**config.mk**
```make
export PLATFORM = sky130hd
export DESIGN_NAME = pwm_timer_ctrl
export DESIGN_NICKNAME = d
export VERILOG_FILES = /design/src/rtl/pwm_timer_ctrl.sv
export SDC_FILE = /design/constraint.sdc
export NUM_CORES = 1
export LEC_CHECK = 0
export CORE_MARGIN = 3
export CORE_UTILIZATION = 51
export DETAILED_ROUTE_END_ITERATION = 10
export GPL_TIMING_DRIVEN = 0
export MAX_ROUTING_LAYER = met4
export PLACE_DENSITY = 0.74
export SLEW_MARGIN = 10
export SYNTH_ARGS = -nofsm -noshare
export SYNTH_HDL_FRONTEND = slang
export SYNTH_SLANG_ARGS = --single-unit
```
**constraint.sdc**
```tcl
create_clock -name clk -period 3.94 [get_ports clk]
set_clock_uncertainty 0.2 [all_clocks]
set_input_delay 0.788 -clock clk [delete_from_list [all_inputs] [get_ports clk]]
set_output_delay 0.788 -clock clk [all_outputs]
set_load 0.05 [all_outputs]
```
**src/rtl/pwm_timer_ctrl.sv**
```systemverilog
// ==========================================================================
// pwm_timer_ctrl: time-base, prescaler and shadow/active register sequencer
// for one PWM channel.  Rev 1.0
// ==========================================================================
`default_nettype none

module pwm_timer_ctrl #(
  parameter int WIDTH     = 16,
  parameter int PSC_WIDTH = 8
) (
  input  logic             clk,
  input  logic             rst_n,
  input  logic             start,
  input  logic             stop,
  input  logic             one_shot,
  input  logic             preload_en,
  input  logic             wr_en,
  input  logic [1:0]       wr_sel,
  input  logic [WIDTH-1:0] wr_data,
  output logic [WIDTH-1:0] cnt,
  output logic [WIDTH-1:0] ccr,
  output logic [WIDTH-1:0] period,
  output logic             enable,
  output logic             busy,
  output logic             update_evt,
  output logic             cmp_evt
);

  typedef enum logic [1:0] {
    IDLE  = 2'd0,
    RUN   = 2'd1,
    DRAIN = 2'd2
  } state_t;

  state_t               state;
  logic [WIDTH-1:0]     ccr_sh;
  logic [WIDTH-1:0]     per_sh;
  logic [PSC_WIDTH-1:0] psc_sh;
  logic [PSC_WIDTH-1:0] psc_act;
  logic [PSC_WIDTH-1:0] psc_cnt;

  logic                 running;
  logic                 tick;
  logic                 wrap;
  logic                 start_ok;
  logic                 load_all;
  logic                 direct;
  logic                 to_idle;
  logic                 ccr_wr;
  logic                 per_wr;
  logic                 psc_wr;
  logic                 cmp_hit;
  logic [WIDTH-1:0]     per_m1;
  logic [WIDTH-1:0]     cnt_inc;
  logic [WIDTH-1:0]     ccr_sh_nxt;
  logic [WIDTH-1:0]     per_sh_nxt;
  logic [PSC_WIDTH-1:0] psc_sh_nxt;

  assign running  = (state != IDLE);
  // >= rather than == so an immediate shrink of the prescaler cannot strand
  // the counter above the new terminal value.
  assign tick     = running && (psc_cnt >= psc_act);
  assign per_m1   = period - WIDTH'(1);
  assign wrap     = tick && ((period == '0) || (cnt >= per_m1));
  assign cnt_inc  = cnt + WIDTH'(1);
  assign start_ok = (state == IDLE) && start && !stop;
  assign load_all = wrap || start_ok;
  assign direct   = wr_en && (!preload_en || (state == IDLE));
  assign to_idle  = wrap && ((state == DRAIN) || one_shot);

  assign ccr_wr   = wr_en && (wr_sel == 2'd0);
  assign per_wr   = wr_en && (wr_sel == 2'd1);
  assign psc_wr   = wr_en && (wr_sel == 2'd2);

  // Write data bypasses into the active copy when it lands on a reload edge.
  assign ccr_sh_nxt = ccr_wr ? wr_data : ccr_sh;
  assign per_sh_nxt = per_wr ? wr_data : per_sh;
  assign psc_sh_nxt = psc_wr ? wr_data[PSC_WIDTH-1:0] : psc_sh;

  assign cmp_hit = tick && !wrap && (cnt_inc == ccr) && (ccr != '0) && (ccr < period);

  always_ff @(posedge clk or negedge rst_n) begin
    if (!rst_n) begin
      state      <= IDLE;
      cnt        <= '0;
      ccr        <= '0;
      period     <= '0;
      enable     <= 1'b0;
      busy       <= 1'b0;
      update_evt <= 1'b0;
      cmp_evt    <= 1'b0;
      ccr_sh     <= '0;
      per_sh     <= '0;
      psc_sh     <= '0;
      psc_act    <= '0;
      psc_cnt    <= '0;
    end else begin
      ccr_sh     <= ccr_sh_nxt;
      per_sh     <= per_sh_nxt;
      psc_sh     <= psc_sh_nxt;
      update_evt <= wrap;
      cmp_evt    <= cmp_hit;

      if (load_all) begin
        ccr     <= ccr_sh_nxt;
        period  <= per_sh_nxt;
        psc_act <= psc_sh_nxt;
      end else if (direct) begin
        if (ccr_wr) ccr     <= wr_data;
        if (per_wr) period  <= wr_data;
        if (psc_wr) psc_act <= wr_data[PSC_WIDTH-1:0];
      end

      case (state)
        IDLE: begin
          if (start_ok) begin
            state   <= RUN;
            enable  <= 1'b1;
            busy    <= 1'b1;
            cnt     <= '0;
            psc_cnt <= '0;
          end
        end
        RUN, DRAIN: begin
          if (to_idle) begin
            state   <= IDLE;
            enable  <= 1'b0;
            busy    <= 1'b0;
            cnt     <= '0;
            psc_cnt <= '0;
          end else begin
            if ((state == RUN) && stop) state <= DRAIN;
            if (tick) begin
              psc_cnt <= '0;
              cnt     <= wrap ? '0 : cnt_inc;
            end else begin
              psc_cnt <= psc_cnt + PSC_WIDTH'(1);
            end
          end
        end
        default: begin
          state   <= IDLE;
          enable  <= 1'b0;
          busy    <= 1'b0;
          cnt     <= '0;
          psc_cnt <= '0;
        end
      endcase
    end
  end

endmodule

`default_nettype wire

```
==> run summary <==
Dividing the detail-routed via count by the number of cells gives 6.08. The cell-internal power came out at 3.51 mW. The mapped netlist covers 6660 µm². In this run, the number of DRC markers left after iteration 0 of detailed routing was 459.

The clock network fraction of total power is 14.1%. The largest stage delay on the critical path is 490 ps. The number of H-tree branching levels is 3.

After clock tree synthesis, the flow added hold-fix buffers numbering 0. The switching component of the power came out at 2.99 mW. The flip-flop and latch count after synthesis came out at 109.

The worst-case IR drop observed on VDD is 0.410 mV. Leaving out fill and tap cells, the most frequent cell in the layout is sky130_fd_sc_hd__dfrtp_1. The worst min-delay path class is input pin to asynchronous set/reset pin. Of all flip-flops after synthesis, the portion carrying an async set or reset was 100%.

The horizontal die dimension is 120 µm. The finished layout cell area came out at 8860 µm². The number of nets in the synthesized netlist is 709. The final critical path time including I/O delays and setup is 4340 ps. Registers are responsible for 29.1% of the overall power.

The number of hold-slack violations in the final timing report is 0. The worst setup path is of the register to register kind. On the final layout, the worst hold slack is 61.8 ps. The remaining antenna violation count is 0. The number of optimization iterations in the first detailed-route pass is 5. The final instance count without filler cells is 942. STA puts the critical path data required time at 3970 ps.

The cell sitting at the root of the clock tree is a sky130_fd_sc_hd__clkbuf_16. The pin count of the biggest net entering global routing is 92. The CTS tree is yes.

The global-route wire length before repair came out at 30.4 mm. Buffers placed on the I/O ports in this run total 76. The cell family contributing the most delay on the critical path is simple AND/OR/NAND/NOR gates. The share of cells above drive strength 1 is 25.7%. The die is 120 µm tall.

The worst-path maximum fanout is 6. STA classifies the critical path endpoint as a register. The final routed wirelength across all metal layers came out at 19.5 mm. The sequential fraction of the synthesis area came out at 40.9%. The placed cell count is 887.

The HPWL after detailed placement came out at 13.2 mm. Power comes to 6.50 mW. The count of pins on the block boundary came out at 77. The clock insertion delay at the later pin of the skew report is 360 ps. The number of buffers between clock root and the deepest sink is 2. Traced cell by cell, the critical path runs through inv_4, ha_4, or4b_4, nor4_4, buf_4, nand4_1, xnor2_1, ha_1, nand4_1, or3_4, a2111oi_4, o41ai_4, buf_4, o21ai_4, buf_4, buf_6, mux2_1. The part of the cycle the worst path needs came out at 110%.

The vias after detailed routing came out at 5,724. The post-synthesis average cell area is 10.4 µm². Fill cells in the final layout number 917. The final reports fail on negative setup slack. The overflow left after global routing came out at 0. The number of cells traversed by the worst register-to-register path came out at 17. The startpoint class of the critical path is a register. The average wire length per cell after detail routing came out at 20.7 µm. The number of synthesized flops with an enable pin came out at 0.

In the synthesized netlist the dominant register cell turns out to be sky130_fd_sc_hd__dfrtp_1. Max-cap violations in this run came to 0. The clock net in this run drives a total of 109 sinks. The arrival time at the worst endpoint came out at 4380 ps. The run finished, with violations left. The starting density of the core came out at 52.6%. The number of antenna violations at the first check in global routing came to 0. The number of max-slew violations in the final report came out at 0. In the routed design, unresolved DRC markers number 0. The final count of negative-setup-slack endpoints came out at 60. The yosys synthesis warning count is 0. The critical path contains buffers and inverters numbering 5 combined. In this run the power density over the cells is 734 nW/µm². Net switching is 46.0% of the power. The most numerous cell type found on the critical path is sky130_fd_sc_hd__buf_4.

The area of the core is 12,700 µm². In this run the core area contains 41 standard-cell rows. The post-synthesis instance total is 638. The last weighted congestion value of the routability-driven placer is 0.897. The relative slew slack came out at 27.5%.

0 antenna diodes ended up in the layout. Cells fill 69.9% of the core in the end. The minimum setup slack after placement came out at -867 ps. The slowest cell on the critical path is sky130_fd_sc_hd__or4b_4. Clock-pin slew was measured on the worst setup and hold paths at 70 ps.

For this run, the top clock speed supported by timing is 230 MHz. The relative contribution of combinational cells to total power came out at 56.9%. The cell leakage power came out at 3.66 nW.

The die footprint came out at 14,500 µm². Setup repair after global routing could not meet its margin everywhere. The measured slew at the worst slew-check pin came out at 1090 ps. The layout net count is 836.

The number of cells on the critical path came out at 17. The number of buffers inserted during clock tree synthesis came out at 9. The area growth from synthesis to layout is 33.0%. The library cells used most frequently in the layout, excluding fill and tap cells, are sky130_fd_sc_hd__dfrtp_1 (106), sky130_fd_sc_hd__clkdlybuf4s50_1 (75), sky130_fd_sc_hd__mux2_2 (57). The number of global-route vias before repair was 5,861.

In this run, distinct cell masters in the synthesized netlist total 61. Summing all placed instances gives a cell area of 7730 µm². The total negative slack came out at -19,400 ps. The smallest setup slack after layout came out at -402 ps. The combined global-route utilization of all metal layers came out at 27.3%.
what timing repair did:
action / CTS / global route
cloned: 6 / 0
resized for setup: 56 / 52
endpoints found under the setup margin: 60 / 60
buffers inserted: 26 / 8
pin swaps: 21 / 7
worst register-to-register path: cells and delay by family (launching register included):
kind / cells / cell delay, ps
buffers and inverters: 5 / 770
adders and majority gates: 2 / 440
AOI/OAI and AO/OA: 3 / 580
DFF: 1 / 450
and+or+nand+nor: 5 / 1280
xor gates and xnor gates: 1 / 170
muxes: 1 / 330
power groups by stage:
stage	sequential (mW)	combinational [mW]	clock, mW
final	1.89	3.70	0.916
after global routing	1.92	3.96	0.982
after CTS	1.87	3.40	0.928
after detailed placement	1.88	3.07	0
after global placement	1.86	2.96	0
after floorplan	2.39	1.53	0
Yosys cell counts (9+ instances only):
cell type	instances	area share, %
sky130_fd_sc_hd__a21oi_1	17	1.3
sky130_fd_sc_hd__a31oi_1	9	0.85
sky130_fd_sc_hd__clkbuf_1	18	1.0
sky130_fd_sc_hd__dfrtp_1	109	41
sky130_fd_sc_hd__ha_1	46	8.6
sky130_fd_sc_hd__inv_1	41	2.3
sky130_fd_sc_hd__mux2_1	40	6.8
sky130_fd_sc_hd__mux2_2	57	9.6
sky130_fd_sc_hd__nand2_1	52	2.9
sky130_fd_sc_hd__nand3_1	26	2.0
sky130_fd_sc_hd__nand4_1	18	1.7
sky130_fd_sc_hd__nor2_1	15	0.85
sky130_fd_sc_hd__o21ai_0	36	2.7
sky130_fd_sc_hd__o22ai_1	9	0.85
sky130_fd_sc_hd__xnor2_1	34	4.5
registers in the layout, summed over array words and instances, names as in the netlist:
| register | count |
|---|---|
| ccr | 16 |
| ccr_sh | 16 |
| cnt | 16 |
| per_sh | 16 |
| period | 16 |
| psc_act | 8 |
| psc_cnt | 8 |
| psc_sh | 8 |
| state | 2 |
| busy | 1 |
| cmp_evt | 1 |
| update_evt | 1 |
logic make-up after synthesis:
family / after synthesis / share of synthesized area, %
AOI/OAI and AO/OA: 111 / 11.3
xor gates and xnor gates: 40 / 5.26
adders and majority gates: 46 / 8.64
buffers and inverters: 66 / 4.24
DFF: 109 / 40.9
muxes: 98 / 16.5
and+or+nand+nor: 168 / 13.1
per-layer routing:
layer | global-route usage, % | vias up | share of wire [%]
li1 | - | 2590 | -
met1 | 32.8 | 2872 | 39
met2 | 47.1 | 216 | 52
met3 | 4.07 | 46 | 5.4
met4 | 9.70 | 0 | 3.1
met5 | - | - | 0
worst paths after layout:
| kind | to | startpoint | slack, ps |
|---|---|---|---|
| max in group asynchronous | ccr_sh[8]$_DFF_PN0_ | rst_n | 2800 |
| min in group clk | ccr_sh[11]$_DFF_PN0_ | ccr_sh[11]$_DFF_PN0_ | 300 |
| worst min register to register | ccr_sh[11]$_DFF_PN0_ | ccr_sh[11]$_DFF_PN0_ | 300 |
| worst max register to register | ccr[12]$_DFFE_PN0P_ | period[0]$_DFFE_PN0P_ | -400 |
| worst max-delay path | ccr[12]$_DFFE_PN0P_ | period[0]$_DFFE_PN0P_ | -400 |
| worst min-delay path | cnt[2]$_DFFE_PN0P_ | rst_n | 60 |
cell type report:
| class | instances | area (µm²) | share of cell area (%) |
|---|---|---|---|
| Timing Repair Buffer | 116 | 1190 | 13.5 |
| Tap cell | 172 | 215 | 2.43 |
| Clock inverter | 5 | 52.6 | 0.593 |
| Multi-Input combinational cell | 463 | 4090 | 46.2 |
| Inverter | 41 | 159 | 1.79 |
| Clock buffer | 11 | 253 | 2.85 |
| Buffer | 25 | 168 | 1.89 |
| Sequential cell | 109 | 2730 | 30.8 |
No activity file was read; power rests on OpenSTA's default activity.
==> variant: new RTL, config.mk and constraints unchanged <==
Change the parameter `PSC_WIDTH` from 8 to 10.
--- a/src/rtl/pwm_timer_ctrl.sv
+++ b/src/rtl/pwm_timer_ctrl.sv
@@ -6,7 +6,7 @@
 
 module pwm_timer_ctrl #(
   parameter int WIDTH     = 16,
-  parameter int PSC_WIDTH = 8
+  parameter int PSC_WIDTH = 10
 ) (
   input  logic             clk,
   input  logic             rst_n,
Function: changed (a bounded check fails within 4 cycles, from zero or initial values and one cycle with rst_n low).
==> variant against the unedited design <==
The run still ends with negative setup slack left; setup slack improved by 0.30 ns; synthesized area increased by 6.6%; sequential cell count grew 6; total power grew 24%; global-route usage is 0.46 points lower; final area grew 2.3%; wire length grew 0.22%; synthesized cell count grew 6.1%; largest cell class unchanged; largest power group unchanged; highest routed layer unchanged.
==> variant: results (changes against the unedited design) <==
<table>
<tr><th>Metric</th><th>Value</th></tr>
<tr><th colspan="2">Placement</th></tr>
<tr><td>Placer's final routability congestion estimate</td><td>0.9832 (+9.6%)</td></tr>
<tr><td>Placement Cell Area</td><td>0.008155 sq mm (+5.6%)</td></tr>
<tr><td>Placed Cells incl. Taps</td><td>930 (+4.8%)</td></tr>
<tr><th colspan="2">Synth</th></tr>
<tr><td>Netlist cell types</td><td>50 (-18%)</td></tr>
<tr><td>Share of synthesized area occupied by flip-flops and latches</td><td>40.51% (-0.44 points)</td></tr>
<tr><td>Mean Syn Cell Area</td><td>10.49 sq um (+0.51%)</td></tr>
<tr><td>Primary FF master, synth</td><td>dfrtp_1</td></tr>
<tr><th colspan="2">GRT</th></tr>
<tr><td>Via count of the first global-routing pass</td><td>5926 (+1.1%)</td></tr>
<tr><td>Wire length of the first global-routing pass</td><td>30710 um (+1.1%)</td></tr>
<tr><td>Overall track demand over capacity in global routing</td><td>26.82% (-0.46 points)</td></tr>
<tr><th colspan="2">Worst setup path</th></tr>
<tr><td>Critical path data arrival time</td><td>4.14 ns (-0.24 ns)</td></tr>
<tr><td>Max FO, Critical Path</td><td>10 (+4)</td></tr>
<tr><th colspan="2">Drt</th></tr>
<tr><td>DRC violation total after the first TritonRoute iteration</td><td>569 (+24%)</td></tr>
<tr><td>Per-cell routed wire length</td><td>19.88 um (-3.8%)</td></tr>
<tr><th colspan="2">Clock network</th></tr>
<tr><td>H-tree levels</td><td>4 (+1)</td></tr>
<tr><td>Worst-Skew Late Latency</td><td>0.42 ns (+0.06 ns)</td></tr>
<tr><td>Num CTS Buffers</td><td>17 (+8)</td></tr>
<tr><th colspan="2">Cells and area</th></tr>
<tr><td>Filler Cells Inserted</td><td>1025 (+12%)</td></tr>
<tr><td>Post-route non-filler standard cell count</td><td>981 (+4.1%)</td></tr>
<tr><td>Layout cell share with drive strength beyond 1</td><td>22.48% (-3.2 points)</td></tr>
<tr><td>Final #Nets</td><td>865 (+3.5%)</td></tr>
<tr><th colspan="2">Power and ir drop</th></tr>
<tr><td>Static Leakage</td><td>4.038 nW (+10%)</td></tr>
<tr><td>Power density over the cells</td><td>889.3 mW/mm^2 (+21%)</td></tr>
<tr><th colspan="2">STA</th></tr>
<tr><td>Final setup violation count</td><td>41 (-32%)</td></tr>
<tr><td>Final setup TNS</td><td>-3.256 ns (+16.15 ns)</td></tr>
<tr><td>Setup slack after layout</td><td>-0.09899 ns (+0.3034 ns)</td></tr>
<tr><th colspan="2">Run status</th></tr>
<tr><td>Status</td><td>finished with violations</td></tr>
<tr><td>Violations in the final reports</td><td>negative setup slack</td></tr>
</table>
-- variant: cell count changes in the layout (fill, tap and decap cells not counted), sizes merged, moves of 8 or more --
cell	change
nand3	-9
buf	-22
nand2	+23
xnor2	-11
o211ai	+11
nor2	+19
xor2	+12
nand4	+8
clkbuf	+14
-- variant: path summary, 6_finish.rpt --
| path | start | end | cells past startpoint | slack (ns) |
|---|---|---|---|---|
| setup / recovery | period[0] | period[9] | 15 | -0.1 |
| hold / removal | rst_n | psc_sh[5] | 1 | 0.07 |
| setup reg to reg | period[0] | period[9] | 15 | -0.1 |
| hold reg to reg | ccr_sh[10] | ccr_sh[10] | 1 | 0.30 |
| max in group asynchronous | rst_n | period[5] | 2 | 2.77 |
| min in group clk | ccr_sh[10] | ccr_sh[10] | 1 | 0.30 |
-- variant: worst max-delay path: stages (launching register included) --
cell     delay (ns)
dfrtp_2        0.42
buf_6          0.13
nor3_4         0.15
and3_4         0.24
nand4_1        0.17
nor3_2         0.18
xnor2_1        0.09
ha_1           0.30
nand4_1        0.16
or4_1          0.55
o32a_1         0.29
and3_4         0.17
o22a_1         0.24
buf_12         0.17
buf_12         0.15
mux2_4         0.30
-- variant: layout make-up --
class	count	area (sq um)	area share [%]
Multi-Input combinational cell	499	4005	44.19
Sequential cell	115	2884	31.82
Timing Repair Buffer	96	1003	11.07
Clock buffer	21	460.4	5.080
Tap cell	176	220.2	2.430
Buffer	27	201.4	2.223
Clock inverter	11	151.4	1.670
Inverter	36	137.6	1.518
-- variant: repair_timing --
action | in CTS | in global routing
gates resized for setup | 16 | 8
cloned | 1 | 2
hold buffers | 0 | 0
setup endpoints to repair | 62 | 61
pin swaps | 3 | 7
setup buffers | 10 | 6
-- variant: layer usage --
| metal | track usage (%) | up-vias | part of all wire [%] |
|---|---|---|---|
| li1 | - | 2669 | - |
| met1 | 35.50 | 2884 | 43 |
| met2 | 42.01 | 248 | 49 |
| met3 | 4.042 | 46 | 5.8 |
| met4 | 10.13 | 0 | 2.5 |
| met5 | - | - | 0 |
-- variant: power by group --
group          switching, mW  internal, mW
Sequential             0.556          1.56
Combinational           2.44          1.91
Clock                  0.566          1.03
Total                   3.56          4.50
-- variant: logic make-up (layout without fill, tap and decap cells) --
group,count (synthesis),after routing,synth area share (%)
buffers and inverters,63,191,4.403
AND/OR/NAND/NOR,207,207,14.34
flip-flops,115,115,40.51
multiplexers,101,101,18.11
XOR/XNOR,41,41,5.055
AO/OA/AOI/OAI,102,102,9.141
adder cells (fa/ha/maj),48,48,8.454
